File: config.mk
export PLATFORM = sky130hd
export DESIGN_NAME = instruction_fetch
export DESIGN_NICKNAME = d
export VERILOG_FILES = /design/src/rtl/fetch_pkg.sv /design/src/rtl/fetch_fifo.sv /design/src/rtl/instruction_fetch.sv
export SDC_FILE = /design/constraint.sdc
export NUM_CORES = 1
export LEC_CHECK = 0
export ABC_AREA = 0
export BUFFER_PORTS_ARGS = -buffer_cell sky130_fd_sc_hd__buf_2
export CAP_MARGIN = 10
export CORE_MARGIN = 3
export CORE_UTILIZATION = 55
export CTS_CLUSTER_SIZE = 28
export DETAILED_ROUTE_END_ITERATION = 7
export GPL_TIMING_DRIVEN = 0
export PLACE_DENSITY = 0.82
export SYNTH_ARGS = -nofsm -noshare
export SYNTH_HDL_FRONTEND = slang
export SYNTH_SLANG_ARGS = --single-unit
File: constraint.sdc
create_clock -name clk -period 17.7 [get_ports clk]
set_input_delay 3.54 -clock clk [delete_from_list [all_inputs] [get_ports clk]]
set_output_delay 3.54 -clock clk [all_outputs]
set_load 0.02 [all_outputs]
File: src/rtl/fetch_pkg.sv
// Shared types and constants for the RV32 fetch stage.
//   fetch_state_e : IDLE / RUN / HALT fetch control state
//   fetch_entry_t : one queued {pc, instr} pair handed to decode
package fetch_pkg;
    localparam int          INSTR_W = 32;
    localparam logic [31:0] PC_STEP = 32'd4;

    typedef enum logic [1:0] {
        IDLE = 2'd0,
        RUN  = 2'd1,
        HALT = 2'd2
    } fetch_state_e;

    typedef struct packed {
        logic [31:0]        pc;
        logic [INSTR_W-1:0] instr;
    } fetch_entry_t;
endpackage

File: src/rtl/fetch_fifo.sv
// Circular queue of fetch entries between instruction memory and decode.
// Ports:
//   clk, reset    rising-edge clock, asynchronous active-high reset
//   push, din     write din at the tail (caller guarantees not full)
//   pop           drop the head (caller guarantees not empty)
//   flush         empty the queue; takes priority over push/pop
//   head          entry at the read pointer (stale when count==0)
//   count         number of valid entries, 0..DEPTH
module fetch_fifo
    import fetch_pkg::*;
#(
    parameter int DEPTH = 2
) (
    input  logic                   clk,
    input  logic                   reset,
    input  logic                   push,
    input  logic                   pop,
    input  logic                   flush,
    input  fetch_entry_t           din,
    output fetch_entry_t           head,
    output logic [$clog2(DEPTH):0] count
);
    localparam int AW = $clog2(DEPTH);

    fetch_entry_t   mem [DEPTH];
    logic [AW-1:0]  wr_ptr;
    logic [AW-1:0]  rd_ptr;

    assign head = mem[rd_ptr];

    always_ff @(posedge clk or posedge reset) begin
        if (reset) begin
            for (int i = 0; i < DEPTH; i++) mem[i] <= '0;
            wr_ptr <= '0;
            rd_ptr <= '0;
            count  <= '0;
        end else if (flush) begin
            // Entries are left in place; they are unreachable once count is 0.
            wr_ptr <= '0;
            rd_ptr <= '0;
            count  <= '0;
        end else begin
            if (push) begin
                mem[wr_ptr] <= din;
                wr_ptr      <= wr_ptr + 1'b1;   // DEPTH is a power of two: natural wrap
            end
            if (pop) rd_ptr <= rd_ptr + 1'b1;
            count <= count + {{AW{1'b0}}, push} - {{AW{1'b0}}, pop};
        end
    end
endmodule

File: src/rtl/instruction_fetch.sv
// RV32 fetch stage: owns the PC, addresses instruction memory, captures the
// same-cycle read data into a small queue and presents the head to decode
// with valid/ready. Execute may redirect the PC, flushing queued work; a
// misaligned redirect target latches a sticky fault and halts fetch until
// reset.
// Ports:
//   clk, reset                rising-edge clock, asynchronous active-high reset
//   fetch_en                  permit new fetches (IDLE<->RUN)
//   imem_pc / imem_instr      memory address (= pc) / combinational read data
//   redirect_valid/_pc        single-cycle redirect request and target
//   dec_valid/_ready          queue head handshake to decode
//   dec_instr / dec_pc        queue head contents
//   fault / fault_pc          sticky misaligned-redirect flag and target
//   fetch_count               (FETCH_PERF_EN only) decode handshakes, wraps
// Build option: define FETCH_PERF_EN to add the fetch_count port/counter.
module instruction_fetch
    import fetch_pkg::*;
#(
    parameter logic [31:0] RESET_PC = 32'h0000_0000,
    parameter int          DEPTH    = 2
) (
    input  logic        clk,
    input  logic        reset,
    input  logic        fetch_en,
    output logic [31:0] imem_pc,
    input  logic [31:0] imem_instr,
    input  logic        redirect_valid,
    input  logic [31:0] redirect_pc,
    output logic        dec_valid,
    input  logic        dec_ready,
    output logic [31:0] dec_instr,
    output logic [31:0] dec_pc,
`ifdef FETCH_PERF_EN
    output logic [31:0] fetch_count,
`endif
    output logic        fault,
    output logic [31:0] fault_pc
);
    localparam int                CW   = $clog2(DEPTH) + 1;
    localparam logic [CW-1:0]     FULL = CW'(DEPTH);

    fetch_state_e  state_q, state_d;
    logic [31:0]   pc_q;
    logic [CW-1:0] count;
    fetch_entry_t  head;
    fetch_entry_t  din;
    logic          redir;       // redirect that is acted on (not in HALT)
    logic          misaligned;
    logic          enq, deq;

    assign redir      = redirect_valid && (state_q != HALT);
    assign misaligned = (redirect_pc[1:0] != 2'b00);

    // Full blocks enqueue even when decode drains the head this cycle.
    assign enq = (state_q == RUN) && fetch_en && (count < FULL) && !redirect_valid;
    // HALT always has an empty queue (entered via flush), the gate is belt-and-braces.
    assign dec_valid = (state_q != HALT) && (count != '0);
    assign deq       = dec_valid && dec_ready && !redirect_valid;

    assign din       = '{pc: pc_q, instr: imem_instr};
    assign imem_pc   = pc_q;
    assign dec_pc    = head.pc;
    assign dec_instr = head.instr;

    fetch_fifo #(.DEPTH(DEPTH)) u_fifo (
        .clk   (clk),
        .reset (reset),
        .push  (enq),
        .pop   (deq),
        .flush (redir),
        .din   (din),
        .head  (head),
        .count (count)
    );

    // A redirect cycle overrides fetch_en, so no IDLE/RUN change happens then.
    always_comb begin
        state_d = state_q;
        unique case (state_q)
            IDLE: if (redir && misaligned)               state_d = HALT;
                  else if (!redirect_valid && fetch_en)  state_d = RUN;
            RUN:  if (redir && misaligned)               state_d = HALT;
                  else if (!redirect_valid && !fetch_en) state_d = IDLE;
            HALT: state_d = HALT;
            default: state_d = IDLE;
        endcase
    end

    always_ff @(posedge clk or posedge reset) begin
        if (reset) begin
            state_q  <= IDLE;
            pc_q     <= RESET_PC;
            fault    <= 1'b0;
            fault_pc <= '0;
        end else begin
            state_q <= state_d;
            if (redir) begin
                if (misaligned) begin
                    fault    <= 1'b1;
                    fault_pc <= redirect_pc;
                end else begin
                    pc_q <= redirect_pc;
                end
            end else if (enq) begin
                pc_q <= pc_q + PC_STEP;
            end
        end
    end

`ifdef FETCH_PERF_EN
    always_ff @(posedge clk or posedge reset) begin
        if (reset)    fetch_count <= '0;
        else if (deq) fetch_count <= fetch_count + 32'd1;
    end
`endif
endmodule

# Word level (Yosys, flattened, before mapping)
# Cells that the tools add are included.
# Widths: inputs -> output; s select.
[totals]
register_bits = 199
output_inout_bits = 130
wordCells = 70
in_bits = 69
[op_classes]
n_addsub = 5
eq_ne = 6
n_mux = 19
order_cmp = 4
bitwise_logic = 3
n_reduce_logical = 22
[ops]
columns = ["operator", "n"]
rows = [
  ["$mux 64", 4],
  ["$bwmux 128", 1],
  ["$mux 32", 3],
  ["$demux 64 s1", 1],
  ["$add 32x3->32 const B", 1],
  ["$logic_and 1x1->1", 11],
  ["$mux 2", 5],
  ["$reduce_and 2->1", 4],
  ["$reduce_bool 2->1", 4],
  ["$pmux 2 s3", 1],
  ["$ge 2x2->1 const B", 2],
  ["$mux 1", 4],
  ["$ne 2x2->1 const B", 2],
  ["$not 1->2", 2],
  ["$ne 3x1->1 const B", 1],
  ["$ne 3x3->1 const B", 1],
  ["$add 1x1->1 const B", 2],
  ["$add 2x1->2", 1],
  ["$eq 2x1->1 const B", 1],
  ["$eq 2x2->1 const B", 1],
  ["$logic_not 1->1", 2],
  ["$logic_not 2->1", 1],
  ["$lt 2x1->1 const B", 1],
  ["$lt 2x2->1 const B", 1],
  ["other kinds (2)", 2],
]

# Depth between registers and ports, before layout
# Gate-level depths: netlist of the first run.
[depth]
ltp_word = 7
mapped_depth = 9

# Hierarchy
# A second synthesis of the first run with hierarchy kept.
[unflattened]
cells_unflattened = 681
hier_area_um2 = 9485.3
[by_module_without_submodules]
columns = ["module", "cells_per_inst", "instances", "area_per_inst_um2"]
rows = [
  ["fetch_fifo", 359, 1, 6142.1],
  ["instruction_fetch", 322, 1, 3343.2],
]

# Worst setup path after synthesis of the first run
# OpenSTA, ideal clock, no wires.
[synth_timing]
kind = "input to register"
startpoint = "in redirect_valid"
endpoint = "reg u_fifo.mem[64] (netlist bit)"
setup_slack_ps = 12602
cell_stages = 7
path_buffers = 3
setup_ps = 125
arrival_time_ps = 4973
t_required_ps = 17575
path_cell_list = "nand2b_1 -> or3_1 -> buf_2 -> nor2_1 -> buf_2 -> buf_2 -> mux2_2"
[synth_between]
elab_chain_cells = 3
elab_cells_between_ends = 5
[synth_rtl]
columns = ["item", "line_no", "source"]
rows = [
  ["from (decl)", "instruction_fetch.sv:27", "input logic redirect_valid,"],
  ["$logic_not 1->1 or $logic_and 1x1->1 (tied branches)", "instruction_fetch.sv:55, instruction_fetch.sv:51", ""],
  ["$logic_and 1x1->1 or $not 1->1 (tied branches)", "-", ""],
  ["$reduce_and 2->1 (no line) *", "-", ""],
  ["to (signal, indexed assignment)", "fetch_fifo.sv:44", "mem[wr_ptr] <= din;"],
  ["to (decl)", "fetch_fifo.sv:25", "fetch_entry_t mem [DEPTH];"],
]
# Mark *: on every way between the ends. The rest lies on a longest branch, timed or not.
# A chain may end at the register's enable or synchronous reset.

# Final worst setup path of the first run
[layout_timing]
startpoint = "reg u_fifo.rd_ptr"
endpoint = "out dec_instr[29]"
[layout_between]
elab_chain_cells = 4
[layout_rtl]
columns = ["item", "line_no", "source"]
rows = [
  ["from (decl)", "fetch_fifo.sv:27", "logic [AW-1:0] rd_ptr;"],
  ["from (signal assigned)", "fetch_fifo.sv:47", "if (pop) rd_ptr <= rd_ptr + 1'b1;"],
  ["$not 1->2 (implied by the code)", "fetch_fifo.sv:29", "assign head = mem[rd_ptr];"],
  ["$mux 64 (implied by the code) (3 in series)", "fetch_fifo.sv:29", ""],
  ["to (decl)", "instruction_fetch.sv:31", "output logic [31:0] dec_instr,"],
]
# Every way passes these cells. The select of a mux whose other input is x is not followed.

==> results of run 1 <==
-- flip-flops by register name, indices dropped and copies added (netlist names) --
signal,count
state_q,2
u_fifo.count,2
fault_pc,32
fault,1
u_fifo.rd_ptr,1
u_fifo.wr_ptr,1
imem_pc,32
u_fifo.mem,128
-- cells in the mapped netlist, drive strengths merged --
cell     number  share of area
inv           9         0.0037
nor4          3         0.0054
o21ai        19          0.011
a21o          1        0.00083
o41ai         1        0.00097
a41o          2         0.0022
or3           5         0.0035
xor2          2         0.0019
clkbuf       23         0.0096
o211ai        5         0.0047
a2bb2oi       7         0.0068
a31o          1        0.00097
o32ai         2         0.0019
nor3          7         0.0039
nand2b        4         0.0028
o21a          3         0.0025
o22a          6         0.0058
a21oi        28          0.016
a211oi        1        0.00083
mux2i         1         0.0011
a22oi         1        0.00083
o22ai         8         0.0055
ha            3         0.0042
or4           1         0.0012
xnor2         3         0.0029
nor4bb        1         0.0011
nand2       114          0.047
o31a          1        0.00097
and2          5         0.0035
a31oi         4         0.0028
a22o          1        0.00097
and3          4         0.0028
dfrtp       199           0.55
buf          25          0.013
nand4        14          0.012
nor2b         1        0.00069
nand3        18          0.010
nor2         19         0.0079
a211o         1        0.00097
and4          2         0.0019
or4b          1         0.0011
mux2        194           0.24
-- cell type report --
class | count | area share
well taps | 216 | 0.02471
plain buffers | 48 | 0.01887
flip-flops and latches | 199 | 0.4553
repair buffers | 199 | 0.09311
clock buffers | 19 | 0.04049
multi-input cells | 494 | 0.3491
clock inverters | 13 | 0.01464
inverters | 9 | 0.003775
-- where the power goes --
| group | leakage, nW | internal [mW] | switching (mW) |
|---|---|---|---|
| combinational | 2.68 | 0.320 | 0.490 |
| clock | 0.293 | 0.217 | 0.179 |
| sequential | 2.58 | 0.604 | 0.125 |
-- stage by stage --
step	util	setup slack, ps
2_1_floorplan	-	8734
3_3_place_gp	0.6437	6597
3_5_place_dp	0.6459	11950
4_1_cts	0.6836	11690
5_1_grt	0.6836	11570
6_report	0.6836	11710
-- worst reg2reg max path: stages, from the launching register on --
cell and delay [ps]:
sky130_fd_sc_hd__dfrtp_1 440, sky130_fd_sc_hd__nand2b_1 170, sky130_fd_sc_hd__or3_1 340, sky130_fd_sc_hd__buf_2 200, sky130_fd_sc_hd__nor2_1 220, sky130_fd_sc_hd__buf_2 320, sky130_fd_sc_hd__buf_2 360, sky130_fd_sc_hd__mux2_2 390
-- cell families (layout without fill, tap and decap cells) --
group           after synthesis  count (layout)  synth area share
compound gates               92              92           0.06562
simple gates                199             199            0.1051
buf+inv                      57             288           0.02658
xor+xnor                      5               5          0.004846
fa+ha+maj                     3               3          0.004153
mux                         195             195            0.2428
flops                       199             199            0.5509
-- metal layers --
layer	global-route usage	up-vias	wire length [um]	part of all wire
met5	0	-	9	0.00039
met4	0.08314	2	489	0.021
met3	0.06527	43	1711	0.075
met2	0.4198	274	11040	0.48
met1	0.3437	3383	9665	0.42
li1	-	3095	-	-
-- final timing paths --
kind	slack, ps	from	to
setup / recovery	11710	u_fifo.rd_ptr	dec_instr[29]
hold reg to reg	470	fault_pc[23]	fault_pc[23]
min in group asynchronous	3160	reset	u_fifo.mem[81]
hold / removal	470	fault_pc[23]	fault_pc[23]
max in group asynchronous	13530	reset	imem_pc[14]
setup reg to reg	15160	u_fifo.count[1]	u_fifo.mem[100]
==> metrics.yaml, run 1 <==
floorplanning:
  die_area_sq_um: 18010
  ios: 199
  std_cell_core_area_sq_um: 16000
  width_of_the_die_um: 134.2
  initial_utilization: 0.5649
  dieHeight_um: 134.2
  floorplan.rows: 46
synthesis:
  ffs_latches_synth: 199
  synth_seq_area_share: 0.5509
  syn_inst: 750
  post_synth.cell_area_avg_sq_um: 12.05
  synth_nets: 822
  ys.warnings.count: 0
  synth.cell_area_sq_um: 9039
  netlist-cell-type-count: 52
run:
  cap_violations: 0
global_routing:
  grt_max_degree: 129
  grt_pass1_vias: 6828
  grt_antenna_before_repair: 1
  grt_first_pass_wirelength_um: 36640
  global_route.usage.total: 0.2583
  globalRoute.totalOverflow: 0
status:
  status: "completed"
cts:
  clk_latency_ps: 440
  hold_fix_buffer_count_after_cts: 0
  cts_tree: "done"
  cts.reportedPaths.clkPinSlew_ps: 70
  cts_resized: 0
  numCtsBuffers: 17
  numClockSinks: 199
  cts_post_setup_buffers_inserted: 0
  clockRootBuffer: "sky130_fd_sc_hd__clkbuf_16"
  htreeDepth: 4
  max-clock-path-buffers: 2
hold_path:
  hold_depth: 2
  timing.hold.worst.class: "reg2reg"
critical_path:
  worst-endpoint-arrival_ps: 2450
  cp-end-kind: "primary output"
  cell_type_of_the_slowest_stage_on_the_worst_timing_path: "sky130_fd_sc_hd__clkbuf_1"
  max_stage_delay_ps: 540
  timing_worst_setup_path_type: "reg2out"
  critPathRequiredTime_ps: 14160
  path_depth: 4
  timing.critical_path.fanout_max: 10
  worst-path-buf-inv: 3
  path_delay_family: "buffers and inverters"
  rr_worst_depth: 7
  critPathLaunchType: "register"
  critPathMostFrequentCell: "sky130_fd_sc_hd__clkbuf_1"
  cp_cell_sequence: "clkbuf_1, clkbuf_1, mux2_2, buf_2"
power_and_ir_drop:
  p_total_mw: 1.935
  leakage_nw: 5.554
  powerDensity_nw_per_um2: 176.9
  vdd_ir_drop_max_uv: 93.22
final_layout:
  num_antenna_cells: 0
  register_area_sq_um: 4980
  syn_to_final_growth_pct: 21.01
  final-instance-count-excl-fill: 1197
  final_area_sq_um: 10940
  multi_input_area_sq_um: 3819
  layout.cells.most_common: "sky130_fd_sc_hd__buf_2"
  layout_common_cells: "sky130_fd_sc_hd__buf_2 (216), sky130_fd_sc_hd__dfrtp_1 (199), sky130_fd_sc_hd__mux2_2 (182)"
  filler_cell_count: 1223
  proportion_of_layout_cells_with_a_drive_suffix_above_1: 0.4485
  fin_nets: 1040
drt:
  routed_wire_length_per_instance_um: 19.14
  vias_per_cell: 5.678
  via_count: 6797
  detail_route.drc_violations: 0
  wirelength_um: 22910
  drt_iter0_drc: 634
  antenna_left: 0
  detailedRoute.firstPassIterationCount: 5
sta:
  hold_slack_ps: 471.3
  setup-tns-final_ps: 0
  number_of_setup_violations_in_the_final_report: 0
  worstMarginPinSlew_ps: 666.3
  final_max_slew_viol_count: 0
  finalWorstPathRequiredPeriod_ps: 5987
  fin_worst_skew_ps: 9.020
  fin_crit_sh: 0.3382
  slew-limit-headroom: 0.5558
  clock.fmax_ghz: 0.1670
  finalHoldViolCount: 0
  rsz0062_at_grt: "no"
placement:
  place.port_buffers: 198
  place_congestion: 0.9344
  estimated_wirelength_of_the_detail_placed_design_um: 16340
  placed_cells: 1165
  dpl-instance-area_sq_um: 10330
Note: power is estimated with default switching activity, not from simulation.
==> inputs of run 2 (changes only) <==
--- a/config.mk
+++ b/config.mk
@@ -5,15 +5,15 @@
 export SDC_FILE = /design/constraint.sdc
 export NUM_CORES = 1
 export LEC_CHECK = 0
-export ABC_AREA = 0
+export ABC_AREA = 1
 export BUFFER_PORTS_ARGS = -buffer_cell sky130_fd_sc_hd__buf_2
 export CAP_MARGIN = 10
 export CORE_MARGIN = 3
-export CORE_UTILIZATION = 55
+export CORE_UTILIZATION = 49
 export CTS_CLUSTER_SIZE = 28
 export DETAILED_ROUTE_END_ITERATION = 7
 export GPL_TIMING_DRIVEN = 0
-export PLACE_DENSITY = 0.82
+export PLACE_DENSITY = 0.77
 export SYNTH_ARGS = -nofsm -noshare
 export SYNTH_HDL_FRONTEND = slang
 export SYNTH_SLANG_ARGS = --single-unit
==> constraint.sdc (replaced) <==
create_clock -name clk -period 5 [get_ports clk]
set_input_delay 1 -clock clk [delete_from_list [all_inputs] [get_ports clk]]
set_output_delay 1 -clock clk [all_outputs]
set_load 0.02 [all_outputs]
==> run 2 against run 1 <==
  * Critical path depth grew 2
  * Core utilization fell by 7.0 points
  * Flip-flop and latch count did not move
  * Final cell count is 30% higher
  * Clock-buffer cell count up 4
  * Clock power grew to 3.4 times the previous value
  * Clock skew barely moved
  * Non-clock buffer count rose by 9
  * Die area is 14% higher
  * Sequential power increased by 130%
  * Area after synthesis rose by 2.4%
  * Critical endpoint is now dec_instr[24]
  * Highest routed layer is now met4
==> metrics.yaml, run 2 <==
final_layout:
  register_area_sq_um: 4980
  final_area_sq_um: 11210
  largest_register_ffs: 128
  proportion_of_layout_cells_with_a_drive_suffix_above_1: 0.2504
  layout_common_cells: "sky130_fd_sc_hd__nand2_1 (350), sky130_fd_sc_hd__buf_2 (219), sky130_fd_sc_hd__dfrtp_1 (199)"
  fin_nets: 1381
  multi_input_area_sq_um: 3547
  layout.core_utilization: 0.6137
  regMostFlops: "u_fifo.mem"
  syn_to_final_growth_pct: 21.18
  num_antenna_cells: 0
  layout.cells.most_common: "sky130_fd_sc_hd__nand2_1"
  filler_cell_count: 1571
drt:
  detailedRoute.firstPassIterationCount: 5
  routed_wire_length_per_instance_um: 15.80
  wirelength_um: 24510
  antenna_left: 0
  via_count: 8053
  drt_iter0_drc: 538
  detail_route.drc_violations: 0
  vias_per_cell: 5.192
sta:
  fin_crit_sh: 0.6838
  slew-limit-headroom: 0.6111
  finalHoldViolCount: 0
  clock.fmax_ghz: 0.2925
  hold_slack_ps: 465.8
  number_of_setup_violations_in_the_final_report: 0
  final_max_slew_viol_count: 0
  finalWorstPathRequiredPeriod_ps: 3419
  rsz0062_at_grt: "no"
  setup-tns-final_ps: 0
  worstMarginPinSlew_ps: 583.4
  fin_worst_skew_ps: 9.212
synthesis:
  synth_nets: 1159
  synthDominantCellAreaShare: 0.5382
  syn_inst: 1087
  post-synth-top-count-cell: "sky130_fd_sc_hd__nand2_1"
  netlist-cell-type-count: 32
  post_synth.cell_area_avg_sq_um: 8.512
  synth.cell_area_sq_um: 9253
  synth_seq_area_share: 0.5382
  ys.warnings.count: 0
  most_area_hungry_cell_type_in_the_yosys_netlist: "sky130_fd_sc_hd__dfrtp_1"
  synthTopCellsByArea: "sky130_fd_sc_hd__dfrtp_1 (54%), sky130_fd_sc_hd__nand2_1 (14%), sky130_fd_sc_hd__o21ai_0 (9.5%)"
  synth_top_flop_cell: "sky130_fd_sc_hd__dfrtp_1"
  ffs_latches_synth: 199
  postSynth.asyncResetShare: 1.000
  ys_top_cells_by_count: "sky130_fd_sc_hd__nand2_1 (350), sky130_fd_sc_hd__dfrtp_1 (199), sky130_fd_sc_hd__o21ai_0 (175)"
  synth_enable_flop_cells: 0
critical_path:
  timing_worst_setup_path_type: "reg2out"
  timing.critical_path.fanout_max: 10
  cp_launch_point: "u_fifo.rd_ptr"
  critPathRequiredTime_ps: 4000
  worst_r2r_startpoint: "state_q[1]"
  reg2reg_setup_slack_ps: 3060
  critPathLaunchType: "register"
  worst-endpoint-arrival_ps: 2420
  cp-end-kind: "primary output"
floorplanning:
  ios: 199
  initial_utilization: 0.5064
  floorplan.rows: 49
  dieHeight_um: 143.4
  width_of_the_die_um: 143.4
  die_area_sq_um: 20570
  std_cell_core_area_sq_um: 18270
global_routing:
  grt_max_degree: 42
  grt_antenna_before_repair: 0
  grt_pass1_vias: 7841
  globalRoute.totalOverflow: 0
  global_route.usage.total: 0.2439
  grt_first_pass_wirelength_um: 39810
placement:
  dpl-instance-area_sq_um: 10630
  place_congestion: 0.8971
  place.port_buffers: 198
  estimated_wirelength_of_the_detail_placed_design_um: 18180
cts:
  hold_fix_buffer_count_after_cts: 0
  htreeDepth: 4
  clk_latency_ps: 430
  cts_tree: "done"
  numCtsBuffers: 17
  cts.reportedPaths.clkPinSlew_ps: 70
  max-clock-path-buffers: 2
  cts_post_setup_buffers_inserted: 0
  cts_resized: 0
  numClockSinks: 199
  clockRootBuffer: "sky130_fd_sc_hd__clkbuf_16"
power_and_ir_drop:
  vdd_ir_drop_max_uv: 226.8
  p_total_mw: 3.272
  powerDensity_nw_per_um2: 291.8
  leakage_nw: 5.880
hold_path:
  origin_of_the_worst_min_delay_path: "fault"
  timing.hold.worst.class: "reg2reg"
run:
  cap_violations: 0
status:
  status: "completed"
==> run 2: changes by cell type in the layout (fill, tap and decap cells not counted), moves of 10 or more <==
| cell | change |
|---|---|
| sky130_fd_sc_hd__buf_4 | +11 |
| sky130_fd_sc_hd__nand2_1 | +236 |
| sky130_fd_sc_hd__a21oi_1 | -12 |
| sky130_fd_sc_hd__nor2_1 | +29 |
| sky130_fd_sc_hd__inv_1 | +105 |
| sky130_fd_sc_hd__mux2_2 | -135 |
| sky130_fd_sc_hd__o21ai_0 | +157 |
| sky130_fd_sc_hd__o21a_1 | +10 |
| sky130_fd_sc_hd__o21ai_1 | +10 |
| sky130_fd_sc_hd__nand4_1 | -11 |
==> run 2: final timing paths <==
path                                        end  cells past startpoint
worst max-delay path              dec_instr[24]                      6
worst min-delay path                      fault                      1
worst max register to register  u_fifo.count[1]                     11
worst min register to register            fault                      1
max in group asynchronous          fault_pc[29]                      4
min in group asynchronous        u_fifo.mem[86]                      2
==> run 2: per-stage QoR <==
stage,setup WS (ps),cells
floorplan,1426,1087
CTS,1579,1551
global route,1404,1551
detailed placement,2052,1519
global placement,170.1,1514
finish,1581,1551
==> run 2: report_power, final <==
part	internal [mW]	leakage, nW	switching [mW]
sequential	1.63	2.39	0.0260
clock	0.745	0.280	0.609
combinational	0.0843	3.21	0.178
total	2.46	5.88	0.812
==> run 2: area by class of cell <==
cell class,count,area share
Inverter,117,0.03950
Buffer,53,0.02556
Sequential cell,199,0.4441
Timing Repair Buffer,203,0.09731
Clock inverter,9,0.008035
Tap cell,229,0.02556
Clock buffer,23,0.04352
Multi-Input combinational cell,718,0.3164
==> run 2: worst max-delay path, stage by stage, from the launching register on <==
cell	delay, ps
sky130_fd_sc_hd__dfrtp_1	420
sky130_fd_sc_hd__clkbuf_1	430
sky130_fd_sc_hd__clkbuf_1	410
sky130_fd_sc_hd__buf_2	320
sky130_fd_sc_hd__nand2_1	80
sky130_fd_sc_hd__o21ai_0	110
sky130_fd_sc_hd__buf_2	210
==> run 2: kinds of logic (layout without fill, tap and decap cells) <==
kind of cell / Yosys count / count (layout) / synth area share
buffers and inverters: 170 / 405 / 0.07843
xor gates and xnor gates: 4 / 4 / 0.003787
AOI/OAI and AO/OA: 220 / 220 / 0.1236
muxes: 51 / 51 / 0.06207
and+or+nand+nor: 440 / 440 / 0.1899
DFF: 199 / 199 / 0.5382
adders and majority gates: 3 / 3 / 0.004057
==> run 2: routing by layer <==
layer / up-vias / share of wire / global-route usage
met5: - / 0 / 0
met4: 0 / 0.020 / 0.07185
met3: 36 / 0.066 / 0.04659
met2: 301 / 0.46 / 0.3936
met1: 3810 / 0.45 / 0.3389
li1: 3906 / - / -
